File: src/rtl/bdm_cmd_sequencer.sv
// ----------------------------------------------------------------------------
// bdm_cmd_sequencer
// Queued command engine for the BDM debug link. Commands (opcode/length/arg)
// are buffered in a small FIFO and dispatched one per visit to IDLE. They drive
// the startup/sync controllers, the VPP enable and multi-byte bursts on the
// BDC byte interface. Results come back on a one-cycle response strobe.
//
// Optional feature macro: BDM_SEQ_TIMEOUT_EN
//   defined   -> watchdog on BOOT/SYNC/RD_WAIT/WR_WAIT; a timeout aborts the
//                command with an error response and flushes the FIFO.
//   undefined -> waits are unbounded; ABORT is never entered.
//
// Ports
//   clk, rst_n                  clock, async active-low reset
//   cmd_valid/ready, cmd_op/len/arg   command push handshake
//   wdata_valid/ready, wdata    WRITE payload stream
//   rsp_valid/data/last/err     response strobe
//   startup_start/stop/ready    power sequencer
//   sync_start/ready/length     sync controller
//   pulse_gen_load              BDC clock pulse generator load strobe
//   bdc_read/write/wdata/rdata/ready  BDC byte interface
//   vpp_en                      programming-voltage enable
//   busy                        engine active or commands pending
//
// state      | meaning
// -----------+-----------------------------------------------------
// IDLE       | pop and dispatch the FIFO head, if any
// BOOT       | waiting for startup_ready after startup_start
// SYNC       | waiting for sync_ready after sync_start
// RD_ISSUE   | pulse bdc_read for the next burst byte
// RD_WAIT    | waiting for bdc_ready, then return the byte
// WR_DATA    | waiting for a payload byte (wdata_ready high)
// WR_WAIT    | waiting for bdc_ready after bdc_write
// DELAY      | counting the delay down to zero
// ECHO_LO    | second (low) byte of an ECHO_SYNC response
// ABORT      | error response, FIFO flush
// ----------------------------------------------------------------------------
module bdm_cmd_sequencer #(
    parameter int  CMD_FIFO_DEPTH = 4,
    parameter int  MAX_BURST      = 16,
    parameter int  SYNC_W         = 16,
    parameter int  TIMEOUT_CYCLES = 65535,
    localparam int LEN_W          = $clog2(MAX_BURST)
) (
    input  logic              clk,
    input  logic              rst_n,
    input  logic              cmd_valid,
    output logic              cmd_ready,
    input  logic [3:0]        cmd_op,
    input  logic [LEN_W-1:0]  cmd_len,
    input  logic [7:0]        cmd_arg,
    input  logic              wdata_valid,
    output logic              wdata_ready,
    input  logic [7:0]        wdata,
    output logic              rsp_valid,
    output logic [7:0]        rsp_data,
    output logic              rsp_last,
    output logic              rsp_err,
    output logic              startup_start,
    output logic              startup_stop,
    input  logic              startup_ready,
    output logic              sync_start,
    input  logic              sync_ready,
    input  logic [SYNC_W-1:0] sync_length,
    output logic              pulse_gen_load,
    output logic              bdc_read,
    output logic              bdc_write,
    output logic [7:0]        bdc_wdata,
    input  logic [7:0]        bdc_rdata,
    input  logic              bdc_ready,
    output logic              vpp_en,
    output logic              busy
);
    localparam int PTR_W = $clog2(CMD_FIFO_DEPTH);
    localparam int CNT_W = PTR_W + 1;

    localparam logic [3:0] OP_NOP       = 4'd0;
    localparam logic [3:0] OP_START     = 4'd1;
    localparam logic [3:0] OP_STOP      = 4'd2;
    localparam logic [3:0] OP_READ      = 4'd3;
    localparam logic [3:0] OP_WRITE     = 4'd4;
    localparam logic [3:0] OP_DELAY     = 4'd5;
    localparam logic [3:0] OP_ECHO      = 4'd6;
    localparam logic [3:0] OP_VPP_ON    = 4'd7;
    localparam logic [3:0] OP_VPP_OFF   = 4'd8;
    localparam logic [3:0] OP_ECHO_SYNC = 4'd9;
    localparam logic [3:0] OP_RESYNC    = 4'd10;

    typedef enum logic [3:0] {
        ST_IDLE, ST_BOOT, ST_SYNC, ST_RD_ISSUE, ST_RD_WAIT,
        ST_WR_DATA, ST_WR_WAIT, ST_DELAY, ST_ECHO_LO, ST_ABORT
    } state_t;

    state_t state_q, state_d;

    // ---------------- command FIFO ----------------
    logic [3:0]       fifo_op  [CMD_FIFO_DEPTH];
    logic [LEN_W-1:0] fifo_len [CMD_FIFO_DEPTH];
    logic [7:0]       fifo_arg [CMD_FIFO_DEPTH];
    logic [PTR_W-1:0] wr_ptr, rd_ptr;
    logic [CNT_W-1:0] fifo_cnt;
    logic             fifo_full, fifo_empty, push, pop, flush;
    logic [3:0]       head_op;
    logic [LEN_W-1:0] head_len;
    logic [7:0]       head_arg;

    // cmd_ready looks only at registered count, so a full FIFO refuses a push
    // even in the cycle the engine pops.
    assign fifo_full  = (fifo_cnt == CNT_W'(CMD_FIFO_DEPTH));
    assign fifo_empty = (fifo_cnt == '0);
    assign cmd_ready  = !fifo_full && (state_q != ST_ABORT);
    assign push       = cmd_valid && cmd_ready;
    assign pop        = (state_q == ST_IDLE) && !fifo_empty;
    assign flush      = (state_q == ST_ABORT);
    assign head_op    = fifo_op[rd_ptr];
    assign head_len   = fifo_len[rd_ptr];
    assign head_arg   = fifo_arg[rd_ptr];

    always_ff @(posedge clk) begin
        if (push) begin
            fifo_op[wr_ptr]  <= cmd_op;
            fifo_len[wr_ptr] <= cmd_len;
            fifo_arg[wr_ptr] <= cmd_arg;
        end
    end

    always_ff @(posedge clk or negedge rst_n) begin
        if (!rst_n) begin
            wr_ptr   <= '0;
            rd_ptr   <= '0;
            fifo_cnt <= '0;
        end else if (flush) begin
            wr_ptr   <= '0;
            rd_ptr   <= '0;
            fifo_cnt <= '0;
        end else begin
            if (push) wr_ptr <= wr_ptr + PTR_W'(1);
            if (pop)  rd_ptr <= rd_ptr + PTR_W'(1);
            fifo_cnt <= fifo_cnt + CNT_W'(push) - CNT_W'(pop);
        end
    end

    // ---------------- watchdog ----------------
    logic timeout_hit;

`ifdef BDM_SEQ_TIMEOUT_EN
    localparam int WD_W = $clog2(TIMEOUT_CYCLES + 1);
    logic [WD_W-1:0] wd_cnt;
    logic            waiting;

    assign waiting     = (state_q == ST_BOOT) || (state_q == ST_SYNC) ||
                         (state_q == ST_RD_WAIT) || (state_q == ST_WR_WAIT);
    assign timeout_hit = waiting && (wd_cnt == WD_W'(TIMEOUT_CYCLES - 1));

    // Any state change restarts the count, so every wait starts from zero.
    always_ff @(posedge clk or negedge rst_n) begin
        if (!rst_n)                 wd_cnt <= '0;
        else if (state_d != state_q) wd_cnt <= '0;
        else if (waiting)           wd_cnt <= wd_cnt + WD_W'(1);
    end
`else
    assign timeout_hit = 1'b0;
`endif

    // ---------------- sequencer ----------------
    logic [3:0]       cur_op_q, cur_op_d;
    logic [LEN_W-1:0] burst_q, burst_d;
    logic [11:0]      dly_q, dly_d;
    logic [15:0]      sync_q, sync_d;
    logic             startup_start_d, startup_stop_d, sync_start_d, pgl_d;
    logic             bdc_read_d, bdc_write_d, vpp_d;
    logic [7:0]       bdc_wdata_d;
    logic             rsp_valid_d, rsp_last_d, rsp_err_d;
    logic [7:0]       rsp_data_d;

    assign wdata_ready = (state_q == ST_WR_DATA);
    assign busy        = (state_q != ST_IDLE) || !fifo_empty;

    always_comb begin
        state_d         = state_q;
        cur_op_d        = cur_op_q;
        burst_d         = burst_q;
        dly_d           = dly_q;
        sync_d          = sync_q;
        startup_start_d = 1'b0;
        startup_stop_d  = 1'b0;
        sync_start_d    = 1'b0;
        pgl_d           = 1'b0;
        bdc_read_d      = 1'b0;
        bdc_write_d     = 1'b0;
        bdc_wdata_d     = bdc_wdata;
        vpp_d           = vpp_en;
        rsp_valid_d     = 1'b0;
        rsp_data_d      = 8'h00;
        rsp_last_d      = 1'b0;
        rsp_err_d       = 1'b0;

        case (state_q)
            ST_IDLE: begin
                if (!fifo_empty) begin
                    cur_op_d = head_op;
                    burst_d  = head_len;
                    case (head_op)
                        OP_NOP: ;
                        OP_START: begin
                            startup_start_d = 1'b1;
                            state_d         = ST_BOOT;
                        end
                        OP_STOP:    startup_stop_d = 1'b1;
                        OP_READ:    state_d = ST_RD_ISSUE;
                        OP_WRITE:   state_d = ST_WR_DATA;
                        OP_DELAY: begin
                            dly_d   = {head_arg, 4'b0};
                            state_d = ST_DELAY;
                        end
                        OP_ECHO: begin
                            rsp_valid_d = 1'b1;
                            rsp_data_d  = head_arg;
                            rsp_last_d  = 1'b1;
                        end
                        OP_VPP_ON:  vpp_d = 1'b1;
                        OP_VPP_OFF: vpp_d = 1'b0;
                        OP_ECHO_SYNC: begin
                            rsp_valid_d = 1'b1;
                            rsp_data_d  = sync_q[15:8];
                            state_d     = ST_ECHO_LO;
                        end
                        OP_RESYNC: begin
                            sync_start_d = 1'b1;
                            state_d      = ST_SYNC;
                        end
                        default: begin
                            rsp_valid_d = 1'b1;
                            rsp_err_d   = 1'b1;
                            rsp_data_d  = {4'h0, head_op};
                            rsp_last_d  = 1'b1;
                        end
                    endcase
                end
            end
            ST_BOOT: begin
                if (startup_ready) begin
                    sync_start_d = 1'b1;
                    state_d      = ST_SYNC;
                end else if (timeout_hit) begin
                    state_d = ST_ABORT;
                end
            end
            ST_SYNC: begin
                if (sync_ready) begin
                    pgl_d   = 1'b1;
                    sync_d  = 16'(sync_length);
                    state_d = ST_IDLE;
                end else if (timeout_hit) begin
                    state_d = ST_ABORT;
                end
            end
            ST_RD_ISSUE: begin
                bdc_read_d = 1'b1;
                state_d    = ST_RD_WAIT;
            end
            ST_RD_WAIT: begin
                if (bdc_ready) begin
                    rsp_valid_d = 1'b1;
                    rsp_data_d  = bdc_rdata;
                    rsp_last_d  = (burst_q == '0);
                    if (burst_q == '0) begin
                        state_d = ST_IDLE;
                    end else begin
                        burst_d = burst_q - LEN_W'(1);
                        state_d = ST_RD_ISSUE;
                    end
                end else if (timeout_hit) begin
                    state_d = ST_ABORT;
                end
            end
            ST_WR_DATA: begin
                if (wdata_valid) begin
                    bdc_wdata_d = wdata;
                    bdc_write_d = 1'b1;
                    state_d     = ST_WR_WAIT;
                end
            end
            ST_WR_WAIT: begin
                if (bdc_ready) begin
                    if (burst_q == '0) begin
                        state_d = ST_IDLE;
                    end else begin
                        burst_d = burst_q - LEN_W'(1);
                        state_d = ST_WR_DATA;
                    end
                end else if (timeout_hit) begin
                    state_d = ST_ABORT;
                end
            end
            ST_DELAY: begin
                if (dly_q == '0) state_d = ST_IDLE;
                else             dly_d   = dly_q - 12'd1;
            end
            ST_ECHO_LO: begin
                rsp_valid_d = 1'b1;
                rsp_data_d  = sync_q[7:0];
                rsp_last_d  = 1'b1;
                state_d     = ST_IDLE;
            end
            ST_ABORT: begin
                rsp_valid_d = 1'b1;
                rsp_err_d   = 1'b1;
                rsp_data_d  = {4'h0, cur_op_q};
                rsp_last_d  = 1'b1;
                state_d     = ST_IDLE;
            end
            default: state_d = ST_IDLE;
        endcase
    end

    always_ff @(posedge clk or negedge rst_n) begin
        if (!rst_n) begin
            state_q        <= ST_IDLE;
            cur_op_q       <= '0;
            burst_q        <= '0;
            dly_q          <= '0;
            sync_q         <= '0;
            startup_start  <= 1'b0;
            startup_stop   <= 1'b0;
            sync_start     <= 1'b0;
            pulse_gen_load <= 1'b0;
            bdc_read       <= 1'b0;
            bdc_write      <= 1'b0;
            bdc_wdata      <= '0;
            vpp_en         <= 1'b0;
            rsp_valid      <= 1'b0;
            rsp_data       <= '0;
            rsp_last       <= 1'b0;
            rsp_err        <= 1'b0;
        end else begin
            state_q        <= state_d;
            cur_op_q       <= cur_op_d;
            burst_q        <= burst_d;
            dly_q          <= dly_d;
            sync_q         <= sync_d;
            startup_start  <= startup_start_d;
            startup_stop   <= startup_stop_d;
            sync_start     <= sync_start_d;
            pulse_gen_load <= pgl_d;
            bdc_read       <= bdc_read_d;
            bdc_write      <= bdc_write_d;
            bdc_wdata      <= bdc_wdata_d;
            vpp_en         <= vpp_d;
            rsp_valid      <= rsp_valid_d;
            rsp_data       <= rsp_data_d;
            rsp_last       <= rsp_last_d;
            rsp_err        <= rsp_err_d;
        end
    end

endmodule

File: config.mk
export PLATFORM = sky130hd
export DESIGN_NAME = bdm_cmd_sequencer
export DESIGN_NICKNAME = d
export VERILOG_FILES = /design/src/rtl/bdm_cmd_sequencer.sv
export SDC_FILE = /design/constraint.sdc
export NUM_CORES = 1
export LEC_CHECK = 0
export CAP_MARGIN = 20
export CORE_AREA = 2 2 104 116
export CTS_CLUSTER_SIZE = 30
export DETAILED_ROUTE_END_ITERATION = 8
export DIE_AREA = 0 0 106 118
export DONT_BUFFER_PORTS = 1
export HOLD_SLACK_MARGIN = 0.06
export PLACE_DENSITY = 0.68
export SLEW_MARGIN = 20
export SYNTH_ARGS = -nofsm -noshare
export SYNTH_HDL_FRONTEND = slang
export SYNTH_SLANG_ARGS = --single-unit
export TNS_END_PERCENT = 100
File: constraint.sdc
create_clock -name clk -period 6.58 [get_ports clk]
set_clock_uncertainty 0.2 [all_clocks]
set_input_delay 0.987 -clock clk [delete_from_list [all_inputs] [get_ports clk]]
set_output_delay 0.987 -clock clk [all_outputs]
set_load 0.01 [all_outputs]
# Word-level counts from Yosys, hierarchy flattened
# Memories as Yosys holds them, arrays and structs flattened.
# Cells that the tools add are included.
dict set report word_totals {
  register_bits 73
  ramBits 64
  inputBits 55
  output_inout_bits 29
  elab_cells 149
  memories 3
}
dict set report classes {
  add_sub_neg 6
  n_eq_ne 33
  mux 57
  bitwise 1
  n_reduce_logical 29
}
# name depth word_bits rd rd_ports_with_merged_regs wr line
set mem_list {}
lappend mem_list {fifo_arg 4 8 1 0 1 99} ;# logic [7:0] fifo_arg [CMD_FIFO_DEPTH];
lappend mem_list {fifo_len 4 4 1 0 1 98} ;# logic [LEN_W-1:0] fifo_len [CMD_FIFO_DEPTH];
lappend mem_list {fifo_op 4 4 1 0 1 97} ;# logic [3:0] fifo_op [CMD_FIFO_DEPTH];
# cell n
set ops {}
lappend ops {{$mux W4} 10}
lappend ops {{$mux W12} 3}
lappend ops {{$eq A4 B3 Y1 const B} 8}
lappend ops {{$pmux W4 S8} 1}
lappend ops {{$pmux W8 S4} 1}
lappend ops {{$mux W1} 24}
lappend ops {{$pmux W12 S2} 1}
lappend ops {{$pmux W4 S6} 1}
lappend ops {{$pmux W8 S3} 1}
lappend ops {{$eq A4 B4 Y1 const B} 5}
lappend ops {{$ne A2 B2 Y1 const B} 9}
lappend ops {{$eq A4 B2 Y1 const B} 4}
lappend ops {{$mux W8} 2}
lappend ops {{$logic_not A12 Y1} 1}
lappend ops {{$logic_not A4 Y1} 3}
lappend ops {{$sub A12 B1 Y12 const B} 1}
lappend ops {{$reduce_or A11 Y1} 1}
lappend ops {{$mux W2} 5}
lappend ops {{$reduce_bool A2 Y1} 5}
lappend ops {{$reduce_or A10 Y1} 1}
lappend ops {{$reduce_or A9 Y1} 1}
lappend ops {{$eq A4 B1 Y1 const B} 2}
lappend ops {{$pmux W4 S2} 1}
lappend ops {{$reduce_and A4 Y1} 2}
lappend ops {{21 further kinds} 33}

# Depth between registers and ports, before layout
# Gate-level depths: netlist of the first run.
dict set report logic_depth {
  depth_word 7
  ltp_mapped 11
  mapped_depth_nobuf 10
}

# Worst setup path after synthesis of the first run
# OpenSTA, ideal clock, no wires.
dict set report synth_path {
  kind {register to register}
  from {register state_q[2]}
  to {register fifo_cnt[2]}
  setup_ns 0.132
  t_arrival_ns 2.463
  required_ns 6.248
  path_slack_ns 3.786
  path_stages_with_launch 12
  n_path_buf 1
  period_less_slack_ns 2.794
  cell_sequence {dfrtp_1 > clkbuf_1 > nor4bb_1 > a21oi_1 > and2_1 > inv_1 > ha_1 > inv_1 > ha_1 > fa_1 > xnor2_1 > nor2_1}
}
dict set report synth_via {
  elab_chain_cells 6
  elab_cells_between_ends 9
  cone_classes {add/sub: 2; eq/ne: 2; mux: 1; reduce/logical: 4}
}
# item line
set synth_rtl {}
lappend synth_rtl {{from (decl)} 94} ;# state_t state_q, state_d;
lappend synth_rtl {{from (signal assigned)} 337} ;# state_q <= state_d;
lappend synth_rtl {{$ne A4 B4 Y1} 111} ;# assign cmd_ready = !fifo_full && (state_q != ST_ABORT);
lappend synth_rtl {{$logic_and A1 B1 Y1} 111}
lappend synth_rtl {{net cmd_ready} 48} ;# output logic cmd_ready,
lappend synth_rtl {{$logic_and A1 B1 Y1} 112} ;# assign push = cmd_valid && cmd_ready;
lappend synth_rtl {{$add A3 B1 Y3} 139} ;# fifo_cnt <= fifo_cnt + CNT_W'(push) - CNT_W'(pop);
lappend synth_rtl {{$sub A3 B1 Y3} 139}
lappend synth_rtl {{$mux W3} 132} ;# end else if (flush) begin
lappend synth_rtl {{to (signal assigned)} 139}
lappend synth_rtl {{to (decl)} 101} ;# logic [CNT_W-1:0] fifo_cnt;
# The timed path passes the listed nets, and every way through them passes these cells.
# A chain may end at the register's enable or synchronous reset.

# Worst setup path after layout of the first run
dict set report layout_path {
  from {register state_q[2]}
  to {register fifo_cnt[1]}
}
dict set report layout_via {
  elab_cells_between_ends 9
  cone_classes {add/sub: 2; eq/ne: 2; mux: 1; reduce/logical: 4}
}
# item line
set layout_rtl {}
lappend layout_rtl {{$logic_not A4 Y1} 113} ;# assign pop = (state_q == ST_IDLE) && !fifo_empty;
lappend layout_rtl {{$logic_and A1 B1 Y1} 113}
lappend layout_rtl {{net pop} 102} ;# logic fifo_full, fifo_empty, push, pop, flush;
lappend layout_rtl {{$sub A3 B1 Y3} 139}
lappend layout_rtl {{$mux W3} 132}
# The timed path passes the listed nets, and every way through them passes these cells.

==> results of run 1 <==
## worst max-delay path, cell delays in order, from the launching register on
cell,delay [ns]
sky130_fd_sc_hd__dfrtp_1,0.57
sky130_fd_sc_hd__nor4_2,0.63
sky130_fd_sc_hd__nand2_1,0.39
sky130_fd_sc_hd__clkinv_1,0.30
sky130_fd_sc_hd__ha_1,0.27
sky130_fd_sc_hd__inv_1,0.06
sky130_fd_sc_hd__ha_1,0.15
sky130_fd_sc_hd__fa_1,0.40
sky130_fd_sc_hd__nor2b_1,0.13
## placed cells by master, fill, tap and decap left out, drive strengths merged, types with 4 or more instances in the layout
cell and n:
a21oi 14, a221o 6, a22o 4, a22oi 9, and3 6, clkbuf 19
clkinv 7, clkinvlp 6, dfrtp 73, edfxtp 64, ha 8, inv 17
mux2 10, mux4 16, nand2 79, nand2b 5, nand3 5, nor2 26
nor2b 8, nor3 14, nor3b 6, o21ai 24, o221ai 4, o31ai 5
or3 4, xor2 4
## final cells by class
type                            instances  area (um^2)
Tap cell                              150          188
Multi-Input combinational cell        297         2110
Timing Repair Buffer                    3         42.5
Clock buffer                           19          433
Clock inverter                         13          130
Inverter                               19         71.3
Fill cell                             888         4610
Sequential cell                       137         3750
## cells by family (layout without fill, tap and decap cells)
family,Yosys count,after routing
xor+xnor,7,7
simple gates,166,166
fa+ha+maj,9,9
flops,137,137
compound gates,86,86
buf+inv,37,54
mux,29,29
## power groups by stage
stage / clock, mW / combinational (mW) / sequential [mW]
after floorplan: 0 / 0.940 / 1.32
after detailed placement: 0 / 1.08 / 1.44
after CTS: 0.908 / 1.09 / 1.43
after global placement: 0 / 1.04 / 1.43
final: 0.894 / 1.09 / 1.43
after global routing: 0.948 / 1.22 / 1.47
## worst max path at each step
stage	end	slack, ns	cells past startpoint
after global routing	fifo_cnt[1]$_DFF_PN0_	3.14	8
after CTS	state_q[1]$_DFFE_PN0P_	3.10	5
after detailed placement	state_q[1]$_DFFE_PN0P_	3.11	5
after floorplan	fifo_cnt[2]$_DFF_PN0_	3.79	11
after global placement	state_q[2]$_DFFE_PN0P_	3.19	5
final	fifo_cnt[1]$_DFF_PN0_	3.38	8
## synth_stat cells (all sizes together) (5+ instances only)
library cell | instances | share of area (%)
nor2 | 26 | 1.7
buf | 6 | 0.58
nand3 | 5 | 0.42
mux4 | 16 | 6.0
mux2 | 10 | 1.9
nand2b | 5 | 0.52
o21ai | 24 | 2.1
a22oi | 9 | 1.1
ha | 8 | 1.7
o31ai | 5 | 0.62
a21oi | 14 | 1.2
edfxtp | 64 | 32
clkbuf | 12 | 0.75
a221o | 6 | 1.0
nand2 | 79 | 4.9
nor3 | 14 | 1.2
and3 | 6 | 0.62
nor2b | 8 | 0.83
dfrtp | 73 | 30
nor3b | 6 | 0.83
inv | 17 | 1.1
## sequential cells by signal, indices dropped and copies added (netlist names), 2 cells and up
| register | count |
|---|---|
| fifo_arg | 32 |
| fifo_len | 16 |
| fifo_op | 16 |
| sync_q | 16 |
| dly_q | 12 |
| bdc_wdata | 8 |
| rsp_data | 8 |
| burst_q | 4 |
| cur_op_q | 4 |
| state_q | 4 |
| fifo_cnt | 3 |
| rd_ptr | 2 |
| wr_ptr | 2 |
## metal layers
| metal | routed length, um | global-route usage (%) | up-vias |
|---|---|---|---|
| li1 | - | - | 1757 |
| met1 | 5200 | 26.8 | 1882 |
| met2 | 5920 | 32.7 | 120 |
| met3 | 853 | 6.98 | 14 |
| met4 | 204 | 7.65 | 0 |
| met5 | 0 | 0 | - |
## stage by stage
step | cell area (um^2) | hold slack [ns] | cells
finish | 6730 | 0.261 | 638
global placement | 6140 | 0.257 | 605
CTS | 6730 | 0.270 | 638
global route | 6730 | 0.271 | 638
detailed placement | 6140 | 0.265 | 605
floorplan | 6010 | 0.245 | 471
==> flow_metrics.py, run 1 <==
metrics = {
    "status": {
        "run_status": "complete, no violations",
    },
    "layout": {
        "layout-drive-gt1-share_pct": 13.5,
        "fin_util_pct": 59.4,
        "layout.nets": 539,
        "insertedDiodeCount": 0,
        "layout-area-overhead-vs-synth_pct": 12.0,
    },
    "worst_setup_path": {
        "timing_worst_setup_path_type": "reg -> reg",
        "worstSetupStartpointType": "register",
        "setup.reg_to_reg.worst_slack_ns": 3.38,
        "source_of_the_worst_register_to_register_timing_path": "state_q[2]$_DFFE_PN0P_",
        "worst_r2r_endpoint": "fifo_cnt[1]$_DFF_PN0_",
        "timing.reg2reg.worst_path_depth": 8,
        "critPathMaxFanout": 15,
        "worst-endpoint-arrival_ns": 3.31,
        "crit_path_end_kind": "register",
        "timing.critical_path.required_ns": 6.68,
        "startpoint": "state_q[2]$_DFFE_PN0P_",
    },
    "timing": {
        "maxSlewViolCount": 0,
        "setup_repair_after_global_routing_missed_its_margin": "false",
        "timing_worst_slew_pin_value_ns": 0.972,
        "post-route-period-util_pct": 48.7,
        "maxClockFrequency_mhz": 312,
        "setup_viol": 0,
        "timing.final.ws_setup_ns": 3.38,
        "setup-tns-final_ns": 0,
        "hold_viol_final": 0,
        "slew-limit-headroom_pct": 34.7,
        "final_period_minus_worst_setup_slack_ns": 3.20,
    },
    "clocking": {
        "clock-sinks": 137,
        "clk_latency_ns": 0.41,
        "tritoncts": "done",
        "cts.repair.resized": 0,
        "cts_hold_buf": 1,
        "htreeDepth": 4,
        "clk_transition_reported_paths_ns": 0.06,
        "cts_inserted_buffers": 17,
        "cts_buffer_depth": 2,
        "cts_setup_buffers": 0,
        "root_buffer": "sky130_fd_sc_hd__clkbuf_16",
    },
    "global_routing": {
        "grt_overflow": 0,
        "grt_first_pass_wirelength_mm": 19.6,
        "grt_antenna_before_repair": 0,
        "first_global_vias": 3734,
        "globalRouteTotalUtil_pct": 20.7,
        "grt_start_max_net_pins": 74,
    },
    "power_and_ir_drop": {
        "total_power_mw": 3.41,
        "p_int_mw": 2.19,
        "swShare_pct": 35.7,
        "peakVddDrop_mv": 0.251,
        "leakage_nw": 2.66,
        "pwr-share-comb_pct": 31.8,
        "netSwitchingPower_mw": 1.22,
        "seq_power_share_pct": 41.9,
        "clock_power_share_pct": 26.2,
        "powerDensity_mw_per_mm2": 507,
    },
    "detailed_routing": {
        "drc": 0,
        "average_via_count_per_standard_cell": 5.91,
        "drt.antenna.violating_nets": 0,
        "wirelength_mm": 12.2,
        "drtPass1Iterations": 4,
        "wl_per_cell_um": 19.1,
        "dr_total_vias": 3773,
        "drt_first_iter_violations": 245,
    },
    "synthesis": {
        "synthMuxAreaShare_pct": 8.37,
        "syn_area_mm2": 0.00601,
        "ys_dominant_reg_cell": "sky130_fd_sc_hd__dfrtp_1",
        "synth.ff_latch_count": 137,
        "yosysWarningCount": 0,
        "synth_sequential_area_ratio_pct": 62.4,
        "area_fraction_in_compound_gates_after_synthesis_pct": 10.4,
        "synth_xor_xnor_area_share_pct": 1.02,
        "synth.net_count": 535,
        "syn_area_cell_um2": 12.8,
        "synth-adder-area-share_pct": 2.00,
        "synth_top_family_by_area": "simple AND/OR/NAND/NOR gates",
        "yosys.area_share.simple_pct": 13.3,
        "synth_cells": 471,
        "synth_enable_flop_cells": 64,
        "synth_async_sr_flop_share_pct": 53.3,
        "synth.lib_cells_used.distinct": 62,
    },
    "floorplanning": {
        "die_area_mm2": 0.0125,
        "initial_core_util_pct": 53.0,
        "coreArea_mm2": 0.0113,
        "die_x_um": 106,
        "fp-row-count": 41,
        "total_i_o_pin_count": 84,
        "die_h_um": 118,
    },
    "placed_design": {
        "dpl.hpwl_mm": 8.38,
        "pre_cts_ws_ns": 3.11,
        "io_buffers": 0,
        "globalplace.congestion": 0.834,
    },
    "run": {
        "drv_cap": 0,
    },
    "min_path": {
        "hold_crit_class": "in -> async",
    },
}
(Power assumes the default switching activity.)
==> run 2: changes to the inputs <==
Clock period 6.58 ns to 3 ns, I/O delays scaled along.
==> run 2 against run 1 <==
  * Setup slack got worse by 3.1 ns
  * Critical path depth rose by 2
  * Highest routed layer unchanged
  * First-iteration DRC count grew 0.41%
  * Critical path type unchanged
  * Clock-buffer cell count grew 4
  * Flip-flop and latch count did not move
  * Largest cell class unchanged
  * Sequential share of layout area is 5.1 points lower
  * Fmax increased by 18%
  * Register-to-register slack worse by 3.1 ns
  * Global-route usage up 1.7 points
  * Via count up 7.2%
  * Total power increased by 130%
  * Final area grew 10%
==> flow_metrics.py, run 2 (synthesis results as in run 1) <==
metrics = {
    "worst_setup_path": {
        "crit_path_end_kind": "register",
        "critPathMaxFanout": 6,
        "worstSetupStartpointType": "register",
        "worst-endpoint-arrival_ns": 2.83,
        "timing_worst_setup_path_type": "reg -> reg",
        "timing.critical_path.required_ns": 3.10,
    },
    "timing": {
        "setup-tns-final_ns": 0,
        "timing_worst_slew_pin_value_ns": 0.630,
        "maxSlewViolCount": 0,
        "setup_repair_after_global_routing_missed_its_margin": "false",
        "hold_viol_final": 0,
        "slew-limit-headroom_pct": 57.5,
        "final_period_minus_worst_setup_slack_ns": 2.72,
        "maxClockFrequency_mhz": 367,
        "setup_viol": 0,
        "post-route-period-util_pct": 90.8,
        "timing.final.ws_setup_ns": 0.276,
    },
    "power_and_ir_drop": {
        "pwr-share-comb_pct": 36.1,
        "peakVddDrop_mv": 0.554,
        "swShare_pct": 35.0,
        "netSwitchingPower_mw": 2.72,
        "leakage_nw": 3.00,
        "seq_power_share_pct": 38.2,
        "powerDensity_mw_per_mm2": 1050,
        "p_int_mw": 5.06,
        "clock_power_share_pct": 25.7,
    },
    "global_routing": {
        "globalRoute.busiestLayer": "met2",
        "grt_use_met1_pct": 29.2,
        "global_routing_usage_on_met3_pct": 6.87,
        "grt_overflow": 0,
        "first_global_vias": 4100,
        "globalRouteTotalUtil_pct": 22.5,
        "grt_antenna_before_repair": 0,
        "grt_first_pass_wirelength_mm": 21.3,
        "grt_start_max_net_pins": 74,
        "met2_usage_pct": 35.8,
    },
    "layout": {
        "final_cell_area_mm2": 0.00740,
        "layout-drive-gt1-share_pct": 15.7,
        "layout-area-overhead-vs-synth_pct": 23.2,
        "total_area_of_multi_input_combinational_cells_mm2": 0.00211,
        "fillerInstances": 862,
        "layout.area.seq_mm2": 0.00375,
        "most_frequent_standard_cell_in_the_layout_excluding_fill_and_tap_cells": "sky130_fd_sc_hd__nand2_1",
        "layout.nets": 612,
        "largest_reg_flops": 32,
        "registers.top_by_ff_count": "fifo_arg",
        "insertedDiodeCount": 0,
        "most_frequent_cells_in_the_layout": "79 x sky130_fd_sc_hd__nand2_1, 73 x sky130_fd_sc_hd__dfrtp_1, 64 x sky130_fd_sc_hd__edfxtp_1",
    },
    "floorplanning": {
        "fp-row-count": 41,
        "die_area_mm2": 0.0125,
        "total_i_o_pin_count": 84,
        "coreArea_mm2": 0.0113,
        "initial_core_util_pct": 53.0,
        "die_x_um": 106,
        "die_h_um": 118,
    },
    "detailed_routing": {
        "drt_first_iter_violations": 246,
        "drc": 0,
        "wirelength_mm": 12.9,
        "dr_total_vias": 4044,
        "average_via_count_per_standard_cell": 5.69,
        "wl_per_cell_um": 18.1,
        "drtPass1Iterations": 5,
        "drt.antenna.violating_nets": 0,
    },
    "clocking": {
        "cts_inserted_buffers": 17,
        "cts_setup_buffers": 0,
        "root_buffer": "sky130_fd_sc_hd__clkbuf_16",
        "cts.repair.resized": 0,
        "htreeDepth": 4,
        "cts_buffer_depth": 2,
        "clk_transition_reported_paths_ns": 0.05,
        "clock-sinks": 137,
        "clk_latency_ns": 0.42,
        "cts_hold_buf": 51,
        "tritoncts": "done",
    },
    "min_path": {
        "hold_crit_class": "in -> reg",
    },
    "placed_design": {
        "globalplace.congestion": 0.870,
        "io_buffers": 0,
        "dpl.hpwl_mm": 8.60,
        "post_placement_cell_area_mm2": 0.00631,
        "pre_cts_ws_ns": 0.273,
    },
    "status": {
        "run_status": "complete, no violations",
    },
    "run": {
        "drv_cap": 0,
    },
}
## run 2: cell count changes in the layout (fill, tap and decap cells not counted), sizes merged
| cell | previous run | this run |
|---|---|---|
| dlygate4sd3 | 0 | 50 |
| buf | 3 | 26 |
| clkbuf | 19 | 23 |
| clkinvlp | 6 | 2 |
## run 2: metal layers
metal  share of wire (%)  up-vias
met5                   0        -
met4                 1.9        0
met1                  43     1993
met3                 5.5       18
li1                    -     1898
met2                  49      135
## run 2: worst max-delay path: stages (launching register included)
cell and delay (ns):
sky130_fd_sc_hd__dfrtp_1 0.37, sky130_fd_sc_hd__nor4bb_2 0.17, sky130_fd_sc_hd__a21oi_1 0.44, sky130_fd_sc_hd__and2_1 0.28, sky130_fd_sc_hd__inv_1 0.06, sky130_fd_sc_hd__ha_1 0.26, sky130_fd_sc_hd__inv_1 0.04, sky130_fd_sc_hd__ha_1 0.18
sky130_fd_sc_hd__fa_1 0.38, sky130_fd_sc_hd__xnor2_1 0.17, sky130_fd_sc_hd__nor2_1 0.06
## run 2: path summary, 6_finish.rpt
check / start / to / slack, ns / cells past startpoint
max in group asynchronous: rst_n / sync_q[15]$_DFFE_PN0P_ / 1.92 / 2
hold / removal: cmd_valid / wr_ptr[1]$_DFFE_PN0P_ / 0.15 / 2
hold reg to reg: sync_q[4]$_DFFE_PN0P_ / sync_q[4]$_DFFE_PN0P_ / 0.28 / 2
setup / recovery: state_q[3]$_DFFE_PN0P_ / fifo_cnt[2]$_DFF_PN0_ / 0.28 / 10
setup reg to reg: state_q[3]$_DFFE_PN0P_ / fifo_cnt[2]$_DFF_PN0_ / 0.28 / 10
min in group asynchronous: rst_n / rd_ptr[1]$_DFFE_PN0P_ / 0.39 / 2
## run 2: power by group through the flow
stage | registers, mW | logic (mW) | clock network (mW)
floorplan | 2.89 | 2.06 | 0
global placement | 2.98 | 2.64 | 0
detailed placement | 3.01 | 2.73 | 0
CTS | 2.98 | 2.83 | 2.04
global route | 3.05 | 3.15 | 2.13
finish | 2.98 | 2.81 | 2.00
## run 2: cell type report
type,count,share of cell area (%)
Timing Repair Buffer,76,9.67
Sequential cell,137,50.6
Inverter,19,0.963
Multi-Input combinational cell,297,28.6
Tap cell,150,2.53
Clock buffer,23,6.32
Clock inverter,9,1.33
## run 2: per-stage QoR
step | power [mW] | hold slack [ns] | utilization [%] | std cells
final | 7.79 | 0.154 | 65.3 | 711
after global routing | 8.32 | 0.157 | 65.3 | 711
after CTS | 7.85 | 0.133 | 65.3 | 711
after detailed placement | 5.74 | -0.0439 | 55.7 | 628
after global placement | 5.62 | -0.0440 | 55.7 | 628
after floorplan | 4.95 | -0.0456 | - | 471
==> run 3: changes to the inputs <==
Settings changed: PLACE_DENSITY 0.68 to 0.71.
Clock period 3 ns to 2.3 ns, I/O delays scaled along.
==> run 3 against run 2 <==
  * The run now ends with setup timing left
  * Global-route usage up 0.55 points
  * First-iteration DRC count up 22%
  * Sequential power up 30%
  * Via count up 5.4%
  * Combinational power up 69%
  * Largest cell class unchanged
  * Final cell count up 6.0%
  * Clock power up 38%
  * Register-to-register slack worse by 0.45 ns
  * Die area unchanged
  * Critical endpoint is now dly_q[4]$_DFFE_PN0P_
  * Critical path depth down 5
  * Setup slack worse by 0.45 ns
==> flow_metrics.py, run 3 (synthesis results as in run 1) <==
metrics = {
    "timing": {
        "post-route-period-util_pct": 108,
        "maxClockFrequency_mhz": 403,
        "maxSlewViolCount": 0,
        "setup_viol": 24,
        "slew-limit-headroom_pct": 57.8,
        "setup-tns-final_ns": -2.14,
        "setup_repair_after_global_routing_missed_its_margin": "true",
        "hold_viol_final": 0,
        "timing.final.ws_setup_ns": -0.179,
        "fin_worst_hold_slack_ns": 0.0980,
        "timing_worst_slew_pin_value_ns": 0.630,
        "final_period_minus_worst_setup_slack_ns": 2.48,
    },
    "worst_setup_path": {
        "critPathMaxFanout": 8,
        "startpoint": "rd_ptr[0]$_DFFE_PN0P_",
        "timing.critical_path.required_ns": 2.40,
        "cp_num_buf_inv": 0,
        "crit_slowest_cell": "sky130_fd_sc_hd__mux4_2",
        "timing_worst_setup_path_type": "reg -> reg",
        "worst-endpoint-arrival_ns": 2.57,
        "critical_path.cell_chain": "mux4_2, or3b_4, o21ai_4, o21ai_1, a221o_1",
        "critical-path-top-delay-family": "compound AO/OA/AOI/OAI gates",
        "source_of_the_worst_register_to_register_timing_path": "rd_ptr[0]$_DFFE_PN0P_",
        "crit_path_max_incr_delay_ns": 0.58,
        "setup.reg_to_reg.worst_slack_ns": -0.18,
        "crit_path_end_kind": "register",
        "worstSetupStartpointType": "register",
    },
    "power_and_ir_drop": {
        "powerDensity_mw_per_mm2": 1420,
        "pwr-share-comb_pct": 41.7,
        "total_power_mw": 11.4,
        "netSwitchingPower_mw": 3.95,
        "clock_power_share_pct": 24.4,
        "peakVddDrop_mv": 0.690,
        "swShare_pct": 34.7,
        "seq_power_share_pct": 34.0,
        "p_int_mw": 7.43,
        "leakage_nw": 3.29,
    },
    "status": {
        "run_status": "finished with violations",
        "failed_checks": "setup timing",
    },
    "floorplanning": {
        "die_x_um": 106,
        "total_i_o_pin_count": 84,
        "initial_core_util_pct": 53.0,
        "fp-row-count": 41,
        "die_area_mm2": 0.0125,
        "coreArea_mm2": 0.0113,
        "die_h_um": 118,
    },
    "clocking": {
        "tritoncts": "done",
        "cts_inserted_buffers": 17,
        "clock-sinks": 137,
        "clk_latency_ns": 0.42,
        "clk_transition_reported_paths_ns": 0.06,
        "htreeDepth": 4,
        "cts_buffer_depth": 2,
        "root_buffer": "sky130_fd_sc_hd__clkbuf_16",
    },
    "detailed_routing": {
        "drc": 0,
        "wirelength_mm": 13.6,
        "dr_total_vias": 4263,
        "drt_first_iter_violations": 300,
        "drt.antenna.violating_nets": 0,
        "average_via_count_per_standard_cell": 5.65,
        "drtPass1Iterations": 5,
        "wl_per_cell_um": 18.0,
    },
    "global_routing": {
        "grt_overflow": 0,
        "grt_start_max_net_pins": 74,
        "first_global_vias": 4388,
        "grt_antenna_before_repair": 0,
        "grt_first_pass_wirelength_mm": 22.0,
        "globalRouteTotalUtil_pct": 23.0,
    },
    "layout": {
        "most_frequent_standard_cell_in_the_layout_excluding_fill_and_tap_cells": "sky130_fd_sc_hd__nand2_1",
        "layout-drive-gt1-share_pct": 27.2,
        "layout.nets": 655,
        "final_cell_area_mm2": 0.00803,
        "largest_reg_flops": 32,
        "most_frequent_cells_in_the_layout": "78 x sky130_fd_sc_hd__nand2_1, 71 x sky130_fd_sc_hd__dfrtp_1, 64 x sky130_fd_sc_hd__edfxtp_1",
        "registers.top_by_ff_count": "fifo_arg",
        "insertedDiodeCount": 0,
        "fin_util_pct": 70.8,
        "layout-area-overhead-vs-synth_pct": 33.6,
    },
    "placed_design": {
        "dpl.hpwl_mm": 8.88,
        "post_placement_cell_area_mm2": 0.00664,
        "io_buffers": 0,
        "globalplace.congestion": 0.870,
    },
    "min_path": {
        "min_from": "wdata_valid",
        "hold_crit_class": "in -> reg",
    },
    "run": {
        "drv_cap": 0,
    },
}
==> run 3: what timing repair did <==
action,CTS,global route
setup endpoints to repair,28,47
endpoints found under the hold margin,173,0
pin swaps,12,14
setup buffers,6,3
cloned,0,0
resized for setup,18,26
hold buffers,53,0
==> run 3: per-layer routing <==
metal | vias up | GRT usage (%) | routed length, um
met2 | 144 | 37.5 | 6880
met5 | - | 0 | 0
met3 | 20 | 6.59 | 752
met4 | 0 | 9.13 | 196
met1 | 2106 | 29.1 | 5740
li1 | 1993 | - | -
==> run 3: path summary, 6_finish.rpt <==
kind | to | depth (start not counted)
setup / recovery | dly_q[4]$_DFFE_PN0P_ | 5
hold / removal | bdc_write$_DFF_PN0_ | 2
setup reg to reg | dly_q[4]$_DFFE_PN0P_ | 5
hold reg to reg | cur_op_q[3]$_DFFE_PN0P_ | 2
max in group asynchronous | rd_ptr[0]$_DFFE_PN0P_ | 2
min in group asynchronous | bdc_wdata[2]$_DFFE_PN0P_ | 2
==> run 3: layout make-up <==
cell class / instances / area (um^2)
Sequential cell: 137 / 3750
Fill cell: 741 / 3310
Multi-Input combinational cell: 297 / 2320
Timing Repair Buffer: 119 / 1080
Clock buffer: 20 / 467
Tap cell: 150 / 188
Clock inverter: 12 / 148
Inverter: 19 / 76.3
==> run 3: through the flow <==
step                setup WS (ns)  std cells
floorplan                  -0.219        471
global placement           -0.166        660
detailed placement         -0.231        660
CTS                        -0.157        751
global route               -0.258        754
finish                     -0.179        754
==> run 3: power by group through the flow <==
stage                     logic, mW  clock network, mW  registers (mW)
final                          4.74               2.77            3.87
after global routing           5.21               2.93            3.95
after CTS                      4.45               2.82            3.86
after detailed placement       4.11                  0            3.90
after global placement         3.98                  0            3.86
after floorplan                2.84                  0            3.79
